`config.mk`:
```
export PLATFORM = sky130hd
export DESIGN_NAME = relogio_ajuste_ctrl
export DESIGN_NICKNAME = d
export VERILOG_FILES = /design/src/rtl/relogio_ajuste_ctrl_pkg.sv /design/src/rtl/relogio_ajuste_ctrl_btn_debounce.sv /design/src/rtl/relogio_ajuste_ctrl.sv
export SDC_FILE = /design/constraint.sdc
export NUM_CORES = 1
export LEC_CHECK = 0
export ABC_AREA = 1
export CAP_MARGIN = 10
export CORE_UTILIZATION = 35
export DETAILED_ROUTE_END_ITERATION = 8
export PLACE_DENSITY = 0.62
export SETUP_SLACK_MARGIN = 0.4
export SYNTH_ARGS = -nofsm -noshare
export SYNTH_HDL_FRONTEND = slang
export SYNTH_SLANG_ARGS = --single-unit
```
`constraint.sdc`:
```
create_clock -name clk_i -period 1.4 [get_ports clk_i]
set_input_delay 0.42 -clock clk_i [delete_from_list [all_inputs] [get_ports clk_i]]
set_output_delay 0.42 -clock clk_i [all_outputs]
set_load 0.01 [all_outputs]
```
`src/rtl/relogio_ajuste_ctrl_pkg.sv`:
```
// Shared types and constants for the clock time-setting slice.
// Mode encoding used by the adjust FSM and exported on modo_o.
package relogio_pkg;

  typedef enum logic [1:0] {
    RUN      = 2'd0,
    SET_HORA = 2'd1,
    SET_MIN  = 2'd2
  } modo_t;

  localparam int MAX_SEG     = 59;
  localparam int MAX_MIN     = 59;
  localparam int MAX_HORA    = 23;
  localparam int CLK_FREQ_HZ = 100_000_000;

endpackage

```
`src/rtl/relogio_ajuste_ctrl_btn_debounce.sv`:
```
// Button conditioner: 2-FF synchronizer, stability debouncer and
// rising-edge press detector (press lags the raw edge by CYCLES+3).
module btn_debounce #(
  parameter int CYCLES = 1_000_000
) (
  input  logic clk_i,
  input  logic rstn_i,
  input  logic btn_i,
  output logic nivel_o,
  output logic press_o
);

  localparam int CW = $clog2(CYCLES + 1);
  localparam logic [CW-1:0] LAST = CW'(CYCLES - 1);

  logic s1_q, s2_q;
  logic nivel_q, nivel_d;
  logic prev_q;
  logic press_q, press_d;
  logic [CW-1:0] cnt_q, cnt_d;

  always_comb begin
    nivel_d = nivel_q;
    cnt_d   = '0;
    // count consecutive samples that disagree with the accepted level
    if (s2_q != nivel_q) begin
      if (cnt_q >= LAST) nivel_d = s2_q;
      else               cnt_d   = cnt_q + 1'b1;
    end
    press_d = nivel_q & ~prev_q;
  end

  always_ff @(posedge clk_i or negedge rstn_i) begin
    if (!rstn_i) begin
      s1_q    <= 1'b0;
      s2_q    <= 1'b0;
      nivel_q <= 1'b0;
      prev_q  <= 1'b0;
      press_q <= 1'b0;
      cnt_q   <= '0;
    end else begin
      s1_q    <= btn_i;
      s2_q    <= s1_q;
      nivel_q <= nivel_d;
      prev_q  <= nivel_q;
      press_q <= press_d;
      cnt_q   <= cnt_d;
    end
  end

  assign nivel_o = nivel_q;
  assign press_o = press_q;

endmodule

```
`src/rtl/relogio_ajuste_ctrl.sv`:
```
// Time-setting controller: buttons -> mode FSM -> hold/inc/clear strobes.
// Define AJUSTE_AUTO_REPEAT_EN to enable hold-to-repeat on btn_inc.
module relogio_ajuste_ctrl
  import relogio_pkg::*;
#(
  parameter int DEBOUNCE_CYCLES = 1_000_000,
  parameter int HOLD_CYCLES     = 50_000_000,
  parameter int REPEAT_CYCLES   = 10_000_000,
  parameter int TIMEOUT_S       = 30
) (
  input  logic       clk_i,
  input  logic       rstn_i,
  input  logic       tick_1hz_i,
  input  logic       btn_mode_i,
  input  logic       btn_inc_i,
  output logic       hold_o,
  output logic       inc_min_o,
  output logic       inc_hora_o,
  output logic       clr_seg_o,
  output logic [1:0] modo_o,
  output logic       blink_o
);

  localparam int TW = $clog2(TIMEOUT_S + 1);
  localparam logic [TW-1:0] TO_LAST = TW'(TIMEOUT_S - 1);
  localparam logic [TW-1:0] TO_MAX  = TW'(TIMEOUT_S);

  modo_t state_q, state_d;
  logic hold_q, hold_d;
  logic inc_hora_q, inc_hora_d;
  logic inc_min_q, inc_min_d;
  logic clr_q, clr_d;
  logic blink_q, blink_d;
  logic [TW-1:0] to_q, to_d;

  logic p_mode, p_inc, n_mode, n_inc;
  logic set_st, inc_ok, rep_fire, strobe, timeout_hit;
  logic unused_lvl;

  btn_debounce #(.CYCLES(DEBOUNCE_CYCLES)) u_db_mode (
    .clk_i   (clk_i),
    .rstn_i  (rstn_i),
    .btn_i   (btn_mode_i),
    .nivel_o (n_mode),
    .press_o (p_mode)
  );

  btn_debounce #(.CYCLES(DEBOUNCE_CYCLES)) u_db_inc (
    .clk_i   (clk_i),
    .rstn_i  (rstn_i),
    .btn_i   (btn_inc_i),
    .nivel_o (n_inc),
    .press_o (p_inc)
  );

  assign set_st = (state_q != RUN);
  assign inc_ok = p_inc & ~p_mode & set_st;
  assign strobe = inc_ok | rep_fire;
  // an accepted press or repeat restarts the idle window, so it beats timeout
  assign timeout_hit = set_st & tick_1hz_i & ~p_mode & ~strobe
                     & (to_q >= TO_LAST);

`ifdef AJUSTE_AUTO_REPEAT_EN
  localparam int RW = $clog2(HOLD_CYCLES + 1);
  localparam logic [RW-1:0] REP_LAST = RW'(HOLD_CYCLES - 1);
  localparam logic [RW-1:0] REP_LOAD = RW'(HOLD_CYCLES - REPEAT_CYCLES);

  logic [RW-1:0] rep_q, rep_d;

  assign rep_fire = n_inc & set_st & ~p_mode & ~p_inc
                  & (rep_q >= REP_LAST);

  always_comb begin
    rep_d = '0;
    if (n_inc && set_st && state_d == state_q && !p_inc) begin
      // reload so later strobes come every REPEAT_CYCLES
      if (rep_fire)              rep_d = REP_LOAD;
      else if (rep_q < REP_LAST) rep_d = rep_q + 1'b1;
      else                       rep_d = rep_q;
    end
  end

  always_ff @(posedge clk_i or negedge rstn_i) begin
    if (!rstn_i) rep_q <= '0;
    else         rep_q <= rep_d;
  end

  assign unused_lvl = n_mode;
`else
  assign rep_fire   = 1'b0;
  assign unused_lvl = n_mode ^ n_inc
                    ^ 1'(HOLD_CYCLES) ^ 1'(REPEAT_CYCLES);
`endif

  always_comb begin
    state_d = state_q;
    if (p_mode) begin
      unique case (state_q)
        RUN:      state_d = SET_HORA;
        SET_HORA: state_d = SET_MIN;
        default:  state_d = RUN;
      endcase
    end else if (timeout_hit) begin
      state_d = RUN;
    end
  end

  always_comb begin
    hold_d     = set_st;
    inc_hora_d = strobe & (state_q == SET_HORA);
    inc_min_d  = strobe & (state_q == SET_MIN);
    clr_d      = (state_q == SET_MIN) & (state_d == RUN);
    blink_d    = blink_q;
    if (state_d == RUN)          blink_d = 1'b0;
    else if (tick_1hz_i && set_st) blink_d = ~blink_q;
    to_d = to_q;
    if (state_d == RUN || state_d != state_q || strobe)
      to_d = '0;
    else if (tick_1hz_i && to_q < TO_MAX)
      to_d = to_q + 1'b1;
  end

  always_ff @(posedge clk_i or negedge rstn_i) begin
    if (!rstn_i) begin
      state_q    <= RUN;
      hold_q     <= 1'b0;
      inc_hora_q <= 1'b0;
      inc_min_q  <= 1'b0;
      clr_q      <= 1'b0;
      blink_q    <= 1'b0;
      to_q       <= '0;
    end else begin
      state_q    <= state_d;
      hold_q     <= hold_d;
      inc_hora_q <= inc_hora_d;
      inc_min_q  <= inc_min_d;
      clr_q      <= clr_d;
      blink_q    <= blink_d;
      to_q       <= to_d;
    end
  end

  assign modo_o     = state_q;
  assign hold_o     = hold_q;
  assign inc_hora_o = inc_hora_q;
  assign inc_min_o  = inc_min_q;
  assign clr_seg_o  = clr_q;
  assign blink_o    = blink_q;

endmodule

```
Word-level counts from Yosys, hierarchy flattened. Index checks and enable logic that the tools add are counted.

Add/subtract/negate cells: 3. Multipliers: 0. Div/mod/pow operators: 0. Magnitude comparators: 4. Eq/ne operators: 5. Shift-type cells: 0. Muxes and demuxes: 11. Bitwise gates (word level): 16. Reductions and logical operators: 11.

Operator list (count): 20-bit 2-to-1 mux (4); 20-bit by 1-bit adder with 20-bit output, second input constant (2); 20-bit >= comparator, second input constant (2); 1-bit bitwise AND (11); 5-bit 2-to-1 mux (2); 2-bit nonzero test (3); 5-bit by 1-bit adder with 5-bit output, second input constant (1); 5-bit >= comparator, second input constant (1); 5-bit less-than comparator, second input constant (1); 1-bit NOT (5); 2-bit zero test (2); 2-bit 2-to-1 mux (2); 2-bit one-hot mux with 2 select lines (1); 2-bit AND reduction (2); 2-bit by 1-bit == test with 1-bit output, second input constant (1); 2-bit == test, second input constant (1); 1-bit logical AND (2); 1-bit logical OR (2); 1-bit 2-to-1 mux (2); 1-bit != test (2); 2-bit != test (1).

Register bits: 62. Latch bits: 0. Memory bits (writable): 0. ROM bits: 0. Input bits: 5. Output and inout port bits: 7. Memories: 0.

Longest topological paths before layout. Gate-level depths: netlist of run 1.

Depth after elaboration: 12. Mapped depth: 9. Depth with buffers taken out: 9.

Modules after synthesis. From an unflattened synthesis of run 1, not the netlist that was laid out.

Cell total of the unflattened synthesis: 440. Area, all modules: 3553.4 um^2.

Modules (own cells, without submodules): btn_debounce (times used 2, cells each 179, area each 1427.6 um^2, seq. area each 625.6 um^2); relogio_ajuste_ctrl (times used 1, cells each 82, area each 698.2 um^2, seq. area each 300.3 um^2).

Worst setup path before layout of run 1. OpenSTA, ideal clock, no wires.

Kind: register to register. Start point: register u_db_inc.cnt_q[0]. End point: register u_db_inc.cnt_q[8]. Library setup time: 0.120 ns. Arrival: 1.259 ns. Data required time: 1.280 ns. Slack: 0.021 ns. Cell stages (with the launch flop): 8. Path buffers: 1. Clock period less this slack: 1.379 ns. Cell sequence: dfrtp_1 ha_1 nand2_1 nor2_1 nand3_2 nand4_4 buf_6 nor2_1.

Longest elaborated chain between the ends: 3. Elaborated cells between the ends (all ways): 4. Those cells by class: add/sub: 1; order compare: 1; mux: 2.

Ends and longest elaborated chain: start, declared (line relogio_ajuste_ctrl_btn_debounce.sv:20) `logic [CW-1:0] cnt_q, cnt_d;`; start signal, assigned (line relogio_ajuste_ctrl_btn_debounce.sv:47) `cnt_q <= cnt_d;`; 20-bit by 1-bit adder with 20-bit output or 20-bit >= comparator (tied branches) (line relogio_ajuste_ctrl_btn_debounce.sv:28, relogio_ajuste_ctrl_btn_debounce.sv:27); 20-bit 2-to-1 mux (*) (line relogio_ajuste_ctrl_btn_debounce.sv:27) `if (cnt_q >= LAST) nivel_d = s2_q;`; 20-bit 2-to-1 mux (*) (line relogio_ajuste_ctrl_btn_debounce.sv:26) `if (s2_q != nivel_q) begin`; net u_db_inc.cnt_d[8] (line relogio_ajuste_ctrl_btn_debounce.sv:20).

Mark *: on every way through the listed nets, which the timed path passes. The rest lies on a longest branch. A chain may end at the register's enable or synchronous reset.

Worst setup path after layout of run 1.
Start point: register u_db_mode.cnt_q[0]. End point: register u_db_mode.cnt_q[16].

Longest elaborated chain between the ends: 3. Elaborated cells between the ends (all ways): 4. Those cells by class: add/sub: 1; order compare: 1; mux: 2.

Ends and longest elaborated chain (line): start, declared (relogio_ajuste_ctrl_btn_debounce.sv:20); start signal, assigned (relogio_ajuste_ctrl_btn_debounce.sv:47); 20-bit by 1-bit adder with 20-bit output or 20-bit >= comparator (tied branches) (relogio_ajuste_ctrl_btn_debounce.sv:28, relogio_ajuste_ctrl_btn_debounce.sv:27); 20-bit 2-to-1 mux (*) (relogio_ajuste_ctrl_btn_debounce.sv:27); 20-bit 2-to-1 mux (*) (relogio_ajuste_ctrl_btn_debounce.sv:26); net u_db_mode.cnt_d[16] (relogio_ajuste_ctrl_btn_debounce.sv:20).

Marks and branches as above.

==> results of run 1 <==
critical path: cells and delay by family (launching register included):
family	cells	cell delay [ps]
buf+inv	1	160
simple gates	5	610
flops	1	360
fa+ha+maj	1	190
through the flow:
step           utilization  hold WS (ps)  TNS [ps]
2_1_floorplan            -           124         0
3_3_place_gp         0.433           341     -1030
3_5_place_dp         0.433           336     -1220
4_1_cts              0.494          53.1         0
5_1_grt              0.526          71.0     -2620
6_report             0.526          44.2     -96.4
repair_timing:
action / 4_1_cts / 5_1_grt
pin swaps: 35 / 28
resized for setup: 87 / 69
endpoints found under the hold margin: 0 / 0
gates cloned: 4 / 0
setup endpoints to repair: 58 / 60
setup buffers: 14 / 8
state kept, by name (all words and copies together), names as in the netlist:
name	count
blink_o	1
clr_seg_o	1
hold_o	1
inc_hora_o	1
inc_min_o	1
modo_o	2
to_q	5
u_db_inc.cnt_q	20
u_db_inc.nivel_o	1
u_db_inc.press_o	1
u_db_inc.prev_q	1
u_db_inc.s1_q	1
u_db_inc.s2_q	1
u_db_mode.cnt_q	20
u_db_mode.nivel_o	1
u_db_mode.press_o	1
u_db_mode.prev_q	1
u_db_mode.s1_q	1
u_db_mode.s2_q	1
path summary, 6_finish.rpt:
path,end,slack (ps),depth (start not counted)
max in group asynchronous,to_q[3],1050,2
setup reg to reg,u_db_mode.cnt_q[16],-20,7
hold / removal,u_db_mode.cnt_q[9],40,2
min in group clk_i,u_db_inc.s2_q,350,0
hold reg to reg,u_db_inc.s2_q,350,0
setup / recovery,u_db_mode.cnt_q[16],-20,7
report_power, final:
part           internal, W  leakage [nW]  switching (W)
logic             0.000765          1.30       0.000767
registers          0.00194         0.825       0.000151
clock network      0.00103         0.111       0.000786
placed cells by master, fill, tap and decap left out, drive strengths merged:
cell           synthesis  final
xnor2                  7      7
bufinv                 0      2
clkinvlp               0      1
clkdlybuf4s50          0      3
o21ai                  7      7
xor2                  19     19
o211ai                 1      1
nor3                   7      7
nand4                  9     12
clkbuf                 0      9
dfrtp                 62     62
ha                     4      4
o21bai                 4      4
nand3                 37     37
nand2                117    117
buf                    3     74
and2                   4      4
nor4                   2      2
a211oi                 1      1
nor2                 105    105
a21oi                  1      1
inv                   58     62
layer usage:
metal / track usage / up-vias / part of all wire
met2: 0.303 / 50 / 0.51
met1: 0.211 / 1461 / 0.44
met5: 0 / - / 0
li1: - / 1577 / -
met3: 0.0492 / 13 / 0.035
met4: 0.0613 / 0 / 0.017
logic make-up (layout without fill, tap and decap cells):
logic type,count (synthesis),count (layout),share of synthesized area
AND/OR/NAND/NOR,281,284,0.366
flip-flops,62,62,0.455
buffers and inverters,61,151,0.0720
XOR/XNOR,26,26,0.0668
AO/OA/AOI/OAI,14,14,0.0250
adder cells (fa/ha/maj),4,4,0.0147
layout make-up:
class                   instances  area [sq um]  area share
clock inverters                 7           103      0.0209
flip-flops and latches         62          1560       0.317
multi-input cells             328          2090       0.426
inverters                      58           223      0.0454
clock buffers                   9           124      0.0252
repair buffers                 77           651       0.132
well taps                     129           161      0.0329
==> out/results.ini, run 1 <==
[sta]
worst_pin_slew_ps=381
layout_setup_ws_ps=-19.2
period_share=1.01
max_freq_mhz=705
fin_crit_ps=1420
slew-limit-headroom=0.745
rsz0062_at_grt=yes
finalSetupViolations=13
fin_skew_ps=12.6
final-max-slew-violation-count=0
hold_viol_final=0

[drt]
wl_um=8130
wire_per_inst_um=12.1
vias=3101
drt.antenna.violating_nets=0
dr.pass1.iters=4
vias_per_cell=4.63
drtIter0Drc=70
drc=0

[logic_synthesis]
syn-cell-area_sq_mm=0.00341
synth_fp_nets=457
yosysSeqAreaShare=0.455
synth.top_cell.area_share=0.455
async_flop_share=1.00
synth_most_common_cell=nand2_1
ys_ff_latch=62
synth_warnings=0
synthFlopType=dfrtp_1
postSynthCellCount=448
synth_cell_types=26
synthTopCellsByArea=dfrtp_1 46%, nand2_1 13%, nor2_1 11%
synth-edff-count=0
synth_top_cells_by_count=114 x nand2_1, 96 x nor2_1, 62 x dfrtp_1
avgSynthCellArea_sq_um=7.60
synth_top_cell_by_area=dfrtp_1

[worst_setup_path]
worstPathArrival_ps=1670
critPathMaxFanout=8
path_class=flip-flop to flip-flop
critPathSlowestCell=dfrtp_1
crit_chain=ha_2, nand2_2, nor2_4, nand3_2, nand4_4, buf_8, nor2_1
crit_path_start_kind=flip-flop
startpoint=u_db_mode.cnt_q[0]
max_stage_delay_ps=360
r2r-start=u_db_mode.cnt_q[0]
end_kind=flip-flop
critPathRequiredTime_ps=1650

[clock_tree]
cts-root-buf=clkbuf_8
cts_tree=built
insertion_delay_ps=360
holdBufCountCts=0
path_clk_slew_ps=80
cts_buffer_depth=2
cts_made_buffers=9
clock_sinks=62
h-tree-depth=3

[finish]
drive_above_1_share=0.384
fillCellCount=845
layoutNonFillerInstCount=670
syn_to_final_growth_pct=44.1
antenna_cells=0
design_area_sq_mm=0.00491
final_net_count=545

[power_and_ir_drop]
total_power_w=0.00544
power.density_mw_per_mm2=1110
p_leak_nw=2.23
vdd_drop_max_mv=0.574

[flow_run]
maxCapViolations=0

[die]
start_util=0.365
die_height_um=101
dieWidth_um=101
die_area_sq_mm=0.0101
rows=35
boundaryPins=12
coreArea_sq_mm=0.00933

[placement]
dp_hpwl_um=5150
postPlaceCellArea_sq_mm=0.00404
dp_worst_setup_slack_ps=-193
placedCellCount=628
io_buffers=11
gp_congestion=0.828

[run_status]
violations=setup timing
status=finished, violations left

[min_path]
holdCritPathClass=input pin to asynchronous set/reset pin

[global_routing]
grt_pass1_wl_um=13800
antenna_found_initial=0
grt_pass1_vias=3088
track_usage=0.176
grt-ovfl-total=0
grt_max_degree=63

Note: power is estimated with default switching activity, not from simulation.
==> run 2: changes to the inputs <==
--- a/config.mk
+++ b/config.mk
@@ -9,7 +9,6 @@
 export CAP_MARGIN = 10
 export CORE_UTILIZATION = 35
 export DETAILED_ROUTE_END_ITERATION = 8
-export PLACE_DENSITY = 0.62
 export SETUP_SLACK_MARGIN = 0.4
 export SYNTH_ARGS = -nofsm -noshare
 export SYNTH_HDL_FRONTEND = slang
==> constraint.sdc (replaced) <==
create_clock -name clk_i -period 1.4 [get_ports clk_i]
set_input_delay 0.28 -clock clk_i [delete_from_list [all_inputs] [get_ports clk_i]]
set_output_delay 0.28 -clock clk_i [all_outputs]
set_load 0.01 [all_outputs]
==> run 2 against run 1 <==
Against the previous run: largest cell class unchanged; the run still ends with setup timing left; cell area is 0.66% lower; routed wire length grew 4.7%; first-iteration DRC count up 99%; clock power rose by 3%; fmax rose by 0.11%; sequential share of layout area is 0.21 points higher; combinational power increased by 3%; critical path depth up 2; highest routed layer unchanged; critical path type unchanged; utilization decreased by 0.35 points; worst hold slack improved by 310 ps; sequential cell count did not move; sequential power hardly changed.
==> out/results.ini, run 2 (synthesized netlist as in run 1, its figures left out) <==
[run_status]
status=finished, violations left
violations=setup timing

[power_and_ir_drop]
combPwrFrac=0.285  ; +0.003
switching_power_w=0.00178  ; +4.5%
internal_power_w=0.00373  ; about the same
vdd_drop_max_mv=0.731  ; +27%
p_sw_frac=0.323  ; +0.00958
total_power_w=0.00551  ; +1.4%
clockPowerShare=0.338  ; +0.005
p_leak_nw=2.21  ; -1.2%
power.density_mw_per_mm2=1130  ; +2.1%
p_seq_frac=0.377  ; -0.008

[die]
coreArea_sq_mm=0.00933  ; unchanged
rows=35  ; unchanged
start_util=0.365  ; unchanged
dieWidth_um=101  ; unchanged
die_height_um=101  ; unchanged
die_area_sq_mm=0.0101  ; unchanged
boundaryPins=12  ; unchanged

[drt]
drtIter0Drc=139  ; +99%
drt.antenna.violating_nets=0  ; unchanged
drc=0  ; unchanged
vias_per_cell=4.72  ; +2.0%
wl_um=8510  ; +4.7%
vias=3139  ; +1.2%
dr.pass1.iters=5  ; +1
wire_per_inst_um=12.8  ; +5.5%

[global_routing]
grt-ovfl-total=0  ; unchanged
grt_pass1_vias=3121  ; +1.1%
use_met1=0.216  ; +0.00548
met2_usage=0.300  ; -0.00263
grt_busiest_layer=met2
grt_max_degree=63  ; unchanged
antenna_found_initial=0  ; unchanged
grt_pass1_wl_um=13900  ; +0.55%
track_usage=0.178  ; +0.00212
use_met3=0.0361  ; -0.0132

[worst_setup_path]
worstPathArrival_ps=1670  ; about the same
cpMostUsedCell=nand2_2
end_kind=flip-flop
cp_top_family=flip-flops
critPathRequiredTime_ps=1660  ; about the same
cp_num_buf_inv=2  ; +1
crit_chain=inv_2, ha_4, inv_4, a21oi_4, nand2_4, nand2_2, nand2_2, nor2_2, nor2_1
critPathSlowestCell=dfrtp_1
crit_path_start_kind=flip-flop
path_class=flip-flop to flip-flop
critPathMaxFanout=6  ; -2
max_stage_delay_ps=450  ; +90 ps

[clock_tree]
cts-root-buf=clkbuf_8
cts_tree=built
path_clk_slew_ps=80  ; about the same
clock_sinks=62  ; unchanged
cts_buffer_depth=2  ; unchanged
h-tree-depth=3  ; unchanged
insertion_delay_ps=360  ; about the same
cts_made_buffers=9  ; unchanged

[finish]
antenna_cells=0  ; unchanged
reg.largest.list=u_db_inc.cnt_q: 20 flops, u_db_mode.cnt_q: 20 flops, to_q: 5 flops
drive_above_1_share=0.351  ; -0.0337
design_area_sq_mm=0.00488  ; -0.66%
final_net_count=540  ; -0.92%
final_cell_mix=95 x nand2_1, 70 x nor2_1, 58 x dfrtp_1
syn_to_final_growth_pct=43.2
final_common_cell=nand2_1
fillCellCount=851  ; +0.71%
utilization=0.523  ; -0.00349

[flow_run]
maxCapViolations=0  ; unchanged

[placement]
dp_hpwl_um=5130  ; -0.39%
postPlaceCellArea_sq_mm=0.00399  ; -1.1%
gp_congestion=0.797  ; -3.8%
io_buffers=11  ; unchanged

[sta]
worst_pin_slew_ps=368  ; -12.8 ps
max_freq_mhz=705  ; +0.11%
period_share=1.01  ; -0.00112
slew-limit-headroom=0.752  ; +0.00708
final-max-slew-violation-count=0  ; unchanged
fin_skew_ps=12.8  ; +0.191 ps
finalSetupViolations=5  ; -8
rsz0062_at_grt=yes
layout_setup_ws_ps=-17.6  ; +1.56 ps
hold_viol_final=0  ; unchanged
fin_crit_ps=1420  ; -1.56 ps

[min_path]
holdCritPathClass=flip-flop to flip-flop

## run 2: through the flow
step	worst slack, ps	hold WS (ps)	std cells	setup TNS, ps
floorplan	67.0	-15.6	448	0
global placement	-70.9	319	622	-70.9
detailed placement	-82.6	327	622	-180
CTS	-21.3	353	658	-293
global route	-117	357	665	-2880
finish	-17.6	357	665	-52.4
## run 2: final timing paths
check / from / end / slack [ps] / cells after the start
worst min-delay path: u_db_mode.s1_q / u_db_mode.s2_q / 360 / 0
worst max register to register: to_q[1] / blink_o / -20 / 9
min in group asynchronous: rstn_i / u_db_inc.cnt_q[17] / 450 / 3
worst max-delay path: to_q[1] / blink_o / -20 / 9
max in group asynchronous: rstn_i / u_db_inc.cnt_q[2] / 630 / 3
worst min register to register: u_db_mode.s1_q / u_db_mode.s2_q / 360 / 0
## run 2: power groups by stage
stage / sequential, W / clock (W) / combinational (W)
4_1_cts: 0.00207 / 0.00190 / 0.00120
5_1_grt: 0.00209 / 0.00197 / 0.00170
2_1_floorplan: 0.00212 / 0 / 0.000497
3_5_place_dp: 0.00212 / 0 / 0.000806
6_report: 0.00208 / 0.00187 / 0.00157
3_3_place_gp: 0.00211 / 0 / 0.000779
## run 2: final cells by class
class / instances / area [sq um] / area share
Timing Repair Buffer: 72 / 613 / 0.126
Multi-Input combinational cell: 328 / 2090 / 0.428
Inverter: 58 / 228 / 0.0467
Clock buffer: 10 / 138 / 0.0282
Sequential cell: 62 / 1560 / 0.319
Clock inverter: 6 / 93.8 / 0.0192
Tap cell: 129 / 161 / 0.0331
## run 2: timing repair
item,4_1_cts,5_1_grt
endpoints found under the setup margin,58,60
setup buffers,16,7
hold buffers,1,0
resized for setup,82,61
gates cloned,3,0
pin swaps,23,31
endpoints found under the hold margin,62,0
## run 2: routing by layer
metal	share of wire	up-vias	wire, um
li1	-	1570	-
met1	0.44	1486	3750
met2	0.50	56	4230
met3	0.030	27	253
met4	0.034	0	286
met5	0	-	0
